[src/rtl/spec_bin_stream_avg.sv]
// spec_bin_stream_avg: per-bin spectrum averager over 2^n_avgs frames with a valid/ready word serialiser.
// Optional macro AVG_ROUND_EN selects round-half-up with saturation instead of truncation.
module spec_bin_stream_avg #(
    parameter int N             = 16,
    parameter int N_OUT         = 8,
    parameter int BINS          = 4,
    parameter int MAX_LOG2_AVGS = 7,
    parameter int SUM_WIDTH     = 32
) (
    input  logic             clk,
    input  logic             arest_n,
    input  logic [7:0]       n_avgs,
    input  logic             in_valid,
    input  logic [N-1:0]     in_data,
    input  logic             in_last,
    output logic             out_valid,
    input  logic             out_ready,
    output logic [N_OUT-1:0] out_data,
    output logic             out_last,
    input  logic             clr_status,
    output logic             overrun,
    output logic             frame_err
);
    localparam int WORDS = BINS * N / N_OUT;
    localparam int BUF_W = BINS * N;
    localparam int BIN_W = $clog2(BINS);
    localparam int K_W   = (MAX_LOG2_AVGS > 0) ? $clog2(MAX_LOG2_AVGS + 1) : 1;
    localparam int F_W   = (MAX_LOG2_AVGS > 0) ? MAX_LOG2_AVGS : 1;
    localparam int IDX_W = $clog2(WORDS);

    if (N % N_OUT != 0) begin : g_bad_n_out
        $error("spec_bin_stream_avg: N must be a multiple of N_OUT");
    end
    if (SUM_WIDTH < N + MAX_LOG2_AVGS) begin : g_bad_sum_width
        $error("spec_bin_stream_avg: SUM_WIDTH must be at least N+MAX_LOG2_AVGS");
    end

    typedef enum logic [0:0] {ST_IDLE = 1'b0, ST_SEND = 1'b1} ser_state_t;

    // Divide one accumulated bin by 2^k back to N bits.
    function automatic logic [N-1:0] avg_bin(input logic [SUM_WIDTH-1:0] sum, input logic [K_W-1:0] k);
`ifdef AVG_ROUND_EN
        logic [SUM_WIDTH:0] tmp;
        logic [SUM_WIDTH:0] shifted;
        logic [SUM_WIDTH:0] n_max;
        n_max = {{(SUM_WIDTH + 1 - N){1'b0}}, {N{1'b1}}};
        if (k != {K_W{1'b0}}) begin
            tmp = {1'b0, sum} + ((SUM_WIDTH + 1)'(1) << (k - K_W'(1)));
        end else begin
            tmp = {1'b0, sum};
        end
        shifted = tmp >> k;
        if (shifted > n_max) begin
            avg_bin = {N{1'b1}};
        end else begin
            avg_bin = shifted[N-1:0];
        end
`else
        avg_bin = N'(sum >> k);
`endif
    endfunction

    logic [BIN_W-1:0]     bin_cnt_r;
    logic [F_W-1:0]       frame_cnt_r;
    logic [K_W-1:0]       k_r;
    logic [SUM_WIDTH-1:0] sum_r [BINS];
    logic                 done_r;
    logic [BUF_W-1:0]     buf_r;
    logic [IDX_W-1:0]     idx_r;
    logic                 out_valid_r;
    logic                 out_last_r;
    logic                 overrun_r;
    logic                 frame_err_r;
    ser_state_t           state_r;
    ser_state_t           state_next_s;

    logic                 set_start_s;
    logic [K_W-1:0]       n_clamp_s;
    logic [K_W-1:0]       k_eff_s;
    logic                 bin_is_last_s;
    logic                 frame_is_last_s;
    logic                 sample_err_s;
    logic                 sample_ok_s;
    logic                 set_done_s;
    logic                 hs_s;
    logic                 final_hs_s;
    logic                 load_s;
    logic                 drop_s;
    logic [BUF_W-1:0]     result_s;

    // Frame bookkeeping and handshake decode; k is taken fresh from n_avgs on the first sample of a set.
    always_comb begin
        set_start_s     = (bin_cnt_r == {BIN_W{1'b0}}) && (frame_cnt_r == {F_W{1'b0}});
        n_clamp_s       = (n_avgs > 8'(MAX_LOG2_AVGS)) ? K_W'(MAX_LOG2_AVGS) : K_W'(n_avgs);
        k_eff_s         = set_start_s ? n_clamp_s : k_r;
        bin_is_last_s   = (bin_cnt_r == BIN_W'(BINS - 1));
        frame_is_last_s = ((({1'b0, frame_cnt_r} + (F_W + 1)'(1)) >> k_eff_s) != {(F_W + 1){1'b0}});
        sample_err_s    = in_valid && (in_last != bin_is_last_s);
        sample_ok_s     = in_valid && !sample_err_s;
        set_done_s      = sample_ok_s && bin_is_last_s && frame_is_last_s;
        hs_s            = out_valid_r && out_ready;
        final_hs_s      = hs_s && (idx_r == IDX_W'(WORDS - 1));
        load_s          = done_r && (state_r == ST_IDLE);
        drop_s          = done_r && (state_r == ST_SEND);
    end

    // Averaged spectrum packed with bin 0 in the most significant position.
    always_comb begin
        result_s = {BUF_W{1'b0}};
        for (int b = 0; b < BINS; b++) begin
            result_s[(BINS - b) * N - 1 -: N] = avg_bin(sum_r[b], k_r);
        end
    end

    // Accumulator: first frame of a set loads, later frames add; contents need no reset.
    always_ff @(posedge clk) begin
        if (sample_ok_s) begin
            if (frame_cnt_r == {F_W{1'b0}}) begin
                sum_r[bin_cnt_r] <= SUM_WIDTH'(in_data);
            end else begin
                sum_r[bin_cnt_r] <= sum_r[bin_cnt_r] + SUM_WIDTH'(in_data);
            end
        end
    end

    // Bin/frame counters, latched exponent and set-complete strobe.
    always_ff @(posedge clk or negedge arest_n) begin
        if (!arest_n) begin
            bin_cnt_r   <= {BIN_W{1'b0}};
            frame_cnt_r <= {F_W{1'b0}};
            k_r         <= {K_W{1'b0}};
            done_r      <= 1'b0;
        end else begin
            done_r <= set_done_s;
            if (sample_err_s) begin
                bin_cnt_r   <= {BIN_W{1'b0}};
                frame_cnt_r <= {F_W{1'b0}};
            end else if (sample_ok_s) begin
                if (set_start_s) begin
                    k_r <= n_clamp_s;
                end
                if (bin_is_last_s) begin
                    bin_cnt_r   <= {BIN_W{1'b0}};
                    frame_cnt_r <= frame_is_last_s ? {F_W{1'b0}} : frame_cnt_r + F_W'(1);
                end else begin
                    bin_cnt_r <= bin_cnt_r + BIN_W'(1);
                end
            end
        end
    end

    // Serialiser next-state.
    always_comb begin
        state_next_s = state_r;
        case (state_r)
            ST_IDLE: state_next_s = load_s ? ST_SEND : ST_IDLE;
            ST_SEND: state_next_s = final_hs_s ? ST_IDLE : ST_SEND;
            default: state_next_s = ST_IDLE;
        endcase
    end

    // Serialiser state register.
    always_ff @(posedge clk or negedge arest_n) begin
        if (!arest_n) begin
            state_r <= ST_IDLE;
        end else begin
            state_r <= state_next_s;
        end
    end

    // Output buffer shifts one slice up per accepted word, so the top slice is always the current word.
    always_ff @(posedge clk or negedge arest_n) begin
        if (!arest_n) begin
            buf_r       <= {BUF_W{1'b0}};
            idx_r       <= {IDX_W{1'b0}};
            out_valid_r <= 1'b0;
            out_last_r  <= 1'b0;
        end else if (load_s) begin
            buf_r       <= result_s;
            idx_r       <= {IDX_W{1'b0}};
            out_valid_r <= 1'b1;
            out_last_r  <= 1'b0;
        end else if (final_hs_s) begin
            idx_r       <= {IDX_W{1'b0}};
            out_valid_r <= 1'b0;
            out_last_r  <= 1'b0;
        end else if (hs_s) begin
            buf_r      <= buf_r << N_OUT;
            idx_r      <= idx_r + IDX_W'(1);
            out_last_r <= (idx_r == IDX_W'(WORDS - 2));
        end
    end

    // Sticky status flags; a new event beats a simultaneous clear.
    always_ff @(posedge clk or negedge arest_n) begin
        if (!arest_n) begin
            overrun_r   <= 1'b0;
            frame_err_r <= 1'b0;
        end else begin
            overrun_r   <= drop_s ? 1'b1 : (clr_status ? 1'b0 : overrun_r);
            frame_err_r <= sample_err_s ? 1'b1 : (clr_status ? 1'b0 : frame_err_r);
        end
    end

    assign out_valid = out_valid_r;
    assign out_last  = out_last_r;
    assign out_data  = buf_r[BUF_W-1 -: N_OUT];
    assign overrun   = overrun_r;
    assign frame_err = frame_err_r;
endmodule

[config.mk]
export PLATFORM = sky130hd
export DESIGN_NAME = spec_bin_stream_avg
export DESIGN_NICKNAME = d
export VERILOG_FILES = /design/src/rtl/spec_bin_stream_avg.sv
export SDC_FILE = /design/constraint.sdc
export NUM_CORES = 1
export LEC_CHECK = 0
export BUFFER_PORTS_ARGS = -buffer_cell sky130_fd_sc_hd__buf_2
export CAP_MARGIN = 30
export CORE_ASPECT_RATIO = 0.6
export CORE_MARGIN = 3
export CORE_UTILIZATION = 60
export DETAILED_ROUTE_END_ITERATION = 6
export PLACE_DENSITY = 0.9
export SLEW_MARGIN = 20
export SYNTH_ARGS = -nofsm -noshare
export SYNTH_HDL_FRONTEND = slang
export SYNTH_SLANG_ARGS = --single-unit
[constraint.sdc]
create_clock -name clk -period 4.7 [get_ports clk]
set_input_delay 0.235 -clock clk [delete_from_list [all_inputs] [get_ports clk]]
set_output_delay 0.235 -clock clk [all_outputs]
set_load 0.1 [all_outputs]
Word level (Yosys, flattened, before mapping)
Memory sizes are Yosys's and may differ from the RTL's.
Index checks and enable logic that the tools add are counted.
Widths: inputs -> output; s select.

word-level totals
  memory bits (writable) = 128
  register bits after elaboration = 85
  memories kept = 1
  word-level logic and storage cells = 87
  bits of input ports = 30

memory list
  name   words  bits a word  read ports  clocked after Yosys merged registers in  write ports  line  text
  sum_r  4      32           5           0                                        1            66    logic [SUM_WIDTH-1:0] sum_r [BINS];

operators by class
  equality and inequality tests = 5
  shift operators = 5
  $lt $le $gt $ge = 1
  muxes and demuxes = 33
  $add $sub $neg = 5
  bitwise gates (word level) = 3
  reductions and logical operators = 23

operators with widths
  kind                 number
  $mux 64              3
  $shr 32x3->16        4
  $add 32x16->32       1
  $mux 32              1
  $mux 7               4
  $mux 1               16
  $mux 3               5
  $reduce_bool 2->1    6
  $logic_and 1x1->1    9
  $add 7x1->8 const B  1
  $gt 8x3->1 const B   1
  $reduce_bool 8->1    1
  $shr 8x3->8          1
  $add 7x1->7 const B  1
  $logic_not 7->1      1
  $eq 3x3->1 const B   2
  $mux 2               3
  $reduce_and 2->1     3
  $add 3x1->3 const B  1
  $reduce_bool 3->1    1
  $add 2x1->2 const B  1
  $eq 2x2->1 const B   1
  $logic_not 2->1      1
  $ne 2x1->1 const B   1
  other kinds (5)      6

Depth between registers and ports, before layout
  depth after elaboration = 9
  gate-level depth with buffers = 12

Worst setup path after synthesis
No wires, ideal clock.

  kind = flip-flop to flip-flop
  start = register bin_cnt_r[0]
  end = memory sum_r[0][22] (data pin)
  buffers on the path = 3
  path slack = 0.841 ns
  period minus slack after synthesis = 3.859 ns
  cell stages (with the launch flop) = 13
  data required time = 4.423 ns
  library setup time = 0.277 ns
  arrival = 3.582 ns
  cells stage by stage = dfrtp_1 -> buf_2 -> buf_1 -> buf_2 -> mux4_2 -> ha_1 -> and4_1 -> and2_1 -> a221o_1 -> o211ai_1 -> a21oi_1 -> xnor2_1 -> nor2_1

on the way
  cells in the longest elaborated chain, start to end = 8

RTL lines
  element                                               line  text
  start: declaration                                    63    logic [BIN_W-1:0] bin_cnt_r;
  start signal: assignment                              129   bin_cnt_r <= {BIN_W{1'b0}};
  start signal: assignment                              136   bin_cnt_r <= {BIN_W{1'b0}};
  start signal: assignment                              143   bin_cnt_r <= {BIN_W{1'b0}};
  branches (longest 7 deep; another with $mem_v2 4x32)  -
  $mux 32 (no line) *                                   -
  end: declaration                                      66

Mark *: on every way between the ends.

Final worst setup path
  start = register bin_cnt_r[0]
  end = memory sum_r[3][19] (data pin)

Same word-level chain as after synthesis.

==> flow_summary_export.csv <==
group,metric,value,unit
cells_and_area,syn_to_final_growth,7.94,%
sta,setup-violations-final,0,
cells_and_area,layout-drive-gt1-share,15.1,%
place,dp_hpwl,20700,µm
place,place_area,11100,µm²
setup_path,critical-path-top-delay-family,"compound AO/OA/AOI/OAI gates",
setup_path,critPathArrivalTime,4.16,ns
sta,fin_crit_sh,85.1,%
cells_and_area,nets,1131,
yosys,synthTopCellsByArea,"edfxtp_1, dfrtp_1, nand2_1",
floorplan,pin_count,42,
setup_path,crit_type,"register to register",
sta,fmax,250,MHz
clock_tree,cts_buffers,17,
power_and_ir_drop,p_switching,2.15,mW
sta,slew_headroom,36.8,%
floorplan,die_area,19800,µm²
place,dp.cells,1287,
yosys,synth_most_common_cell,"nand2_1",
clock_tree,clock_tree.root_cell,"clkbuf_16",
yosys,yosysTopAreaCell,"edfxtp_1",
drt,drt-vias-per-instance,6.88,
power_and_ir_drop,p_per_area,450,nW/µm²
sta,rsz0062_at_grt,"false",
sta,slew_viol_final,0,
yosys,yosys_register_bits,177,
place,gp_congestion,1.01,
yosys,synth_flop_cell,"edfxtp_1",
power_and_ir_drop,leakagePower,4.73,nW
setup_path,worst_path_most_repeated_cell,"a21oi_1",
sta,min_period,4.00,ns
yosys,synth_edf_count,92,
sta,finalHoldViolCount,0,
global_route,grt_pass1_wl,48900,µm
clock_tree,cts.clk_slew.worst_paths,0.08,ns
yosys,yosysWarnings,0,
power_and_ir_drop,clkPwrFrac,26.4,%
sta,fin_ws,0.703,ns
setup_path,cp-end-kind,"register",
yosys,postSynthAreaPerCell,10.1,µm²
drt,drt_iter0_drc,1407,
setup_path,critPathBufInv,1,
yosys,synthArstFlopShare,48.0,%
yosys,ys_types,63,
setup_path,cpMaxStageDelayCell,"o31ai_1",
setup_path,path_cells,"buf_4, mux4_2, ha_1, a21o_1, a21oi_1, a21oi_1, o31ai_1, a21oi_1, xnor2_1, nor2_1",
floorplan,die_width,180,µm
yosys,synthCells,1080,
drt,drt-pass1-iter-count,7,
power_and_ir_drop,p_seq_share,35.5,%
setup_path,startpoint_type,"register",
place,numPortBuffers,41,
yosys,syn_nets,1136,
clock_tree,ctsResizeCount,0,
global_route,gr-usage-all-layers,31.9,%
global_route,grt_overflow_total,0,
global_route,antenna_found_initial,0,
drt,ant_nets,0,
power_and_ir_drop,vdd_drop_max,0.283,mV
power_and_ir_drop,sw_frac_of_total,40.6,%
clock_tree,post_cts_buffers,0,
drt,totalWireLength,31100,µm
drt,vias,9093,
power_and_ir_drop,combinationalPowerShare,38.1,%
cells_and_area,final_area,11700,µm²
yosys,yosysTopAreaCellShare,25.4,%
floorplan,design.core.area,17500,µm²
global_route,grt_pass1_vias,8576,
yosys,ys_top_cells_by_count,"nand2_1, edfxtp_1, dfrtp_1",
clock_tree,tritoncts_num_sinks,177,
drt,drc,0,
sta,worst_slew_pin_slew,0.947,ns
flow_run,maxCapViolations,0,
setup_path,cpPeakStageDelay,0.66,ns
clock_tree,clock_latency,0.45,ns
power_and_ir_drop,cell_internal_pwr,3.14,mW
hold_path,hp-class,"input pin to register",
outcome,status,"completed",
sta,final.setup.tns,0,ns
place,place_ws,0.858,ns
global_route,grt_max_degree,72,
cells_and_area,instances_no_fill,1322,
power_and_ir_drop,total_power,5.29,mW
sta,fin_hold_ws,0.0920,ns
yosys,syn-cell-area,10900,µm²
floorplan,num_rows,37,
clock_tree,cts_buffer_depth,2,
cells_and_area,fin_util,67.2,%
floorplan,initial_utilization,62.3,%
clock_tree,cts_tree,"done",
sta,skew,0.0128,ns
floorplan,die_h,110,µm
cells_and_area,diodes,0,
clock_tree,htree_levels,4,
yosys,ys_seq_area_share,45.0,%
setup_path,cp_max_fo,21,
setup_path,critPathRequiredTime,4.87,ns
drt,wl_per_cell,23.5,µm
-- registers in the layout, indices dropped and copies added (netlist names) --
register / count
bin_cnt_r: 2
buf_r: 64
done_r: 1
frame_cnt_r: 7
frame_err: 1
idx_r: 3
k_r: 3
out_last: 1
out_valid: 1
overrun: 1
state_r: 1
sum_r: 92
-- cell families after synthesis --
logic type	Yosys count	share of synthesized area [%]
XOR/XNOR	25	2.01
AND/OR/NAND/NOR	384	15.2
adder cells (fa/ha/maj)	26	3.06
AO/OA/AOI/OAI	243	14.9
multiplexers	125	15.7
buffers and inverters	100	4.14
flip-flops	177	45.0
-- timing repair --
action,4_1_cts,5_1_grt
hold endpoints to repair,17,0
endpoints found under the setup margin,0,0
hold buffers,2,0
-- power groups by stage --
stage | combinational [mW] | sequential, mW | clock (mW)
6_report | 2.01 | 1.88 | 1.39
5_1_grt | 2.16 | 1.89 | 1.46
4_1_cts | 1.94 | 1.87 | 1.39
3_5_place_dp | 1.91 | 1.90 | 0
3_3_place_gp | 1.87 | 1.90 | 0
2_1_floorplan | 1.52 | 1.87 | 0
-- layer usage --
| metal | global-route usage, % | wire (µm) | vias up |
|---|---|---|---|
| li1 | - | - | 3964 |
| met1 | 44.2 | 12600 | 4335 |
| met2 | 46.6 | 12900 | 701 |
| met3 | 11.9 | 4680 | 93 |
| met4 | 11.5 | 967 | 0 |
| met5 | 0 | 0 | - |
-- cell usage in the layout (no fill, tap or decap), drive strengths merged, types with 3 or more instances in the layout --
cell type	netlist	final
o31ai	3	3
and3	15	15
nor3	10	10
inv	13	21
a311oi	21	21
a211oi	43	43
clkbuf	66	17
nand4	3	3
and2	12	12
a21o	11	11
nand3	16	16
o21bai	3	3
a22o	5	5
a31oi	57	57
edfxtp	92	92
ha	25	25
nand2	230	230
mux2	26	26
buf	20	60
mux4	34	34
nor2	75	75
nor2b	12	12
mux2i	65	65
xnor2	17	17
xor2	8	8
dfrtp	85	85
a21oi	41	41
clkinv	1	7
o21ai	40	40
o311a	5	5
-- path summary, 6_finish.rpt --
kind                       slack [ns]  cells after the start          from      endpoint
max in group asynchronous        3.64                      4       arest_n     buf_r[11]
min reg2reg                      0.52                      2      out_last      out_last
min in group asynchronous        0.18                      2       arest_n  bin_cnt_r[1]
max                              0.70                     10  bin_cnt_r[0]  sum_r[3][19]
max reg2reg                      0.70                     10  bin_cnt_r[0]  sum_r[3][19]
min                              0.09                      2      in_valid  bin_cnt_r[1]
-- cell type report --
class                           count  area, µm²
Clock buffer                       17        425
Clock inverter                     15        124
Fill cell                        1245       5720
Inverter                           14       52.6
Multi-Input combinational cell    803       5550
Sequential cell                   177       4900
Tap cell                          234        293
Timing Repair Buffer               62        398
Note: power is estimated with default switching activity, not from simulation.
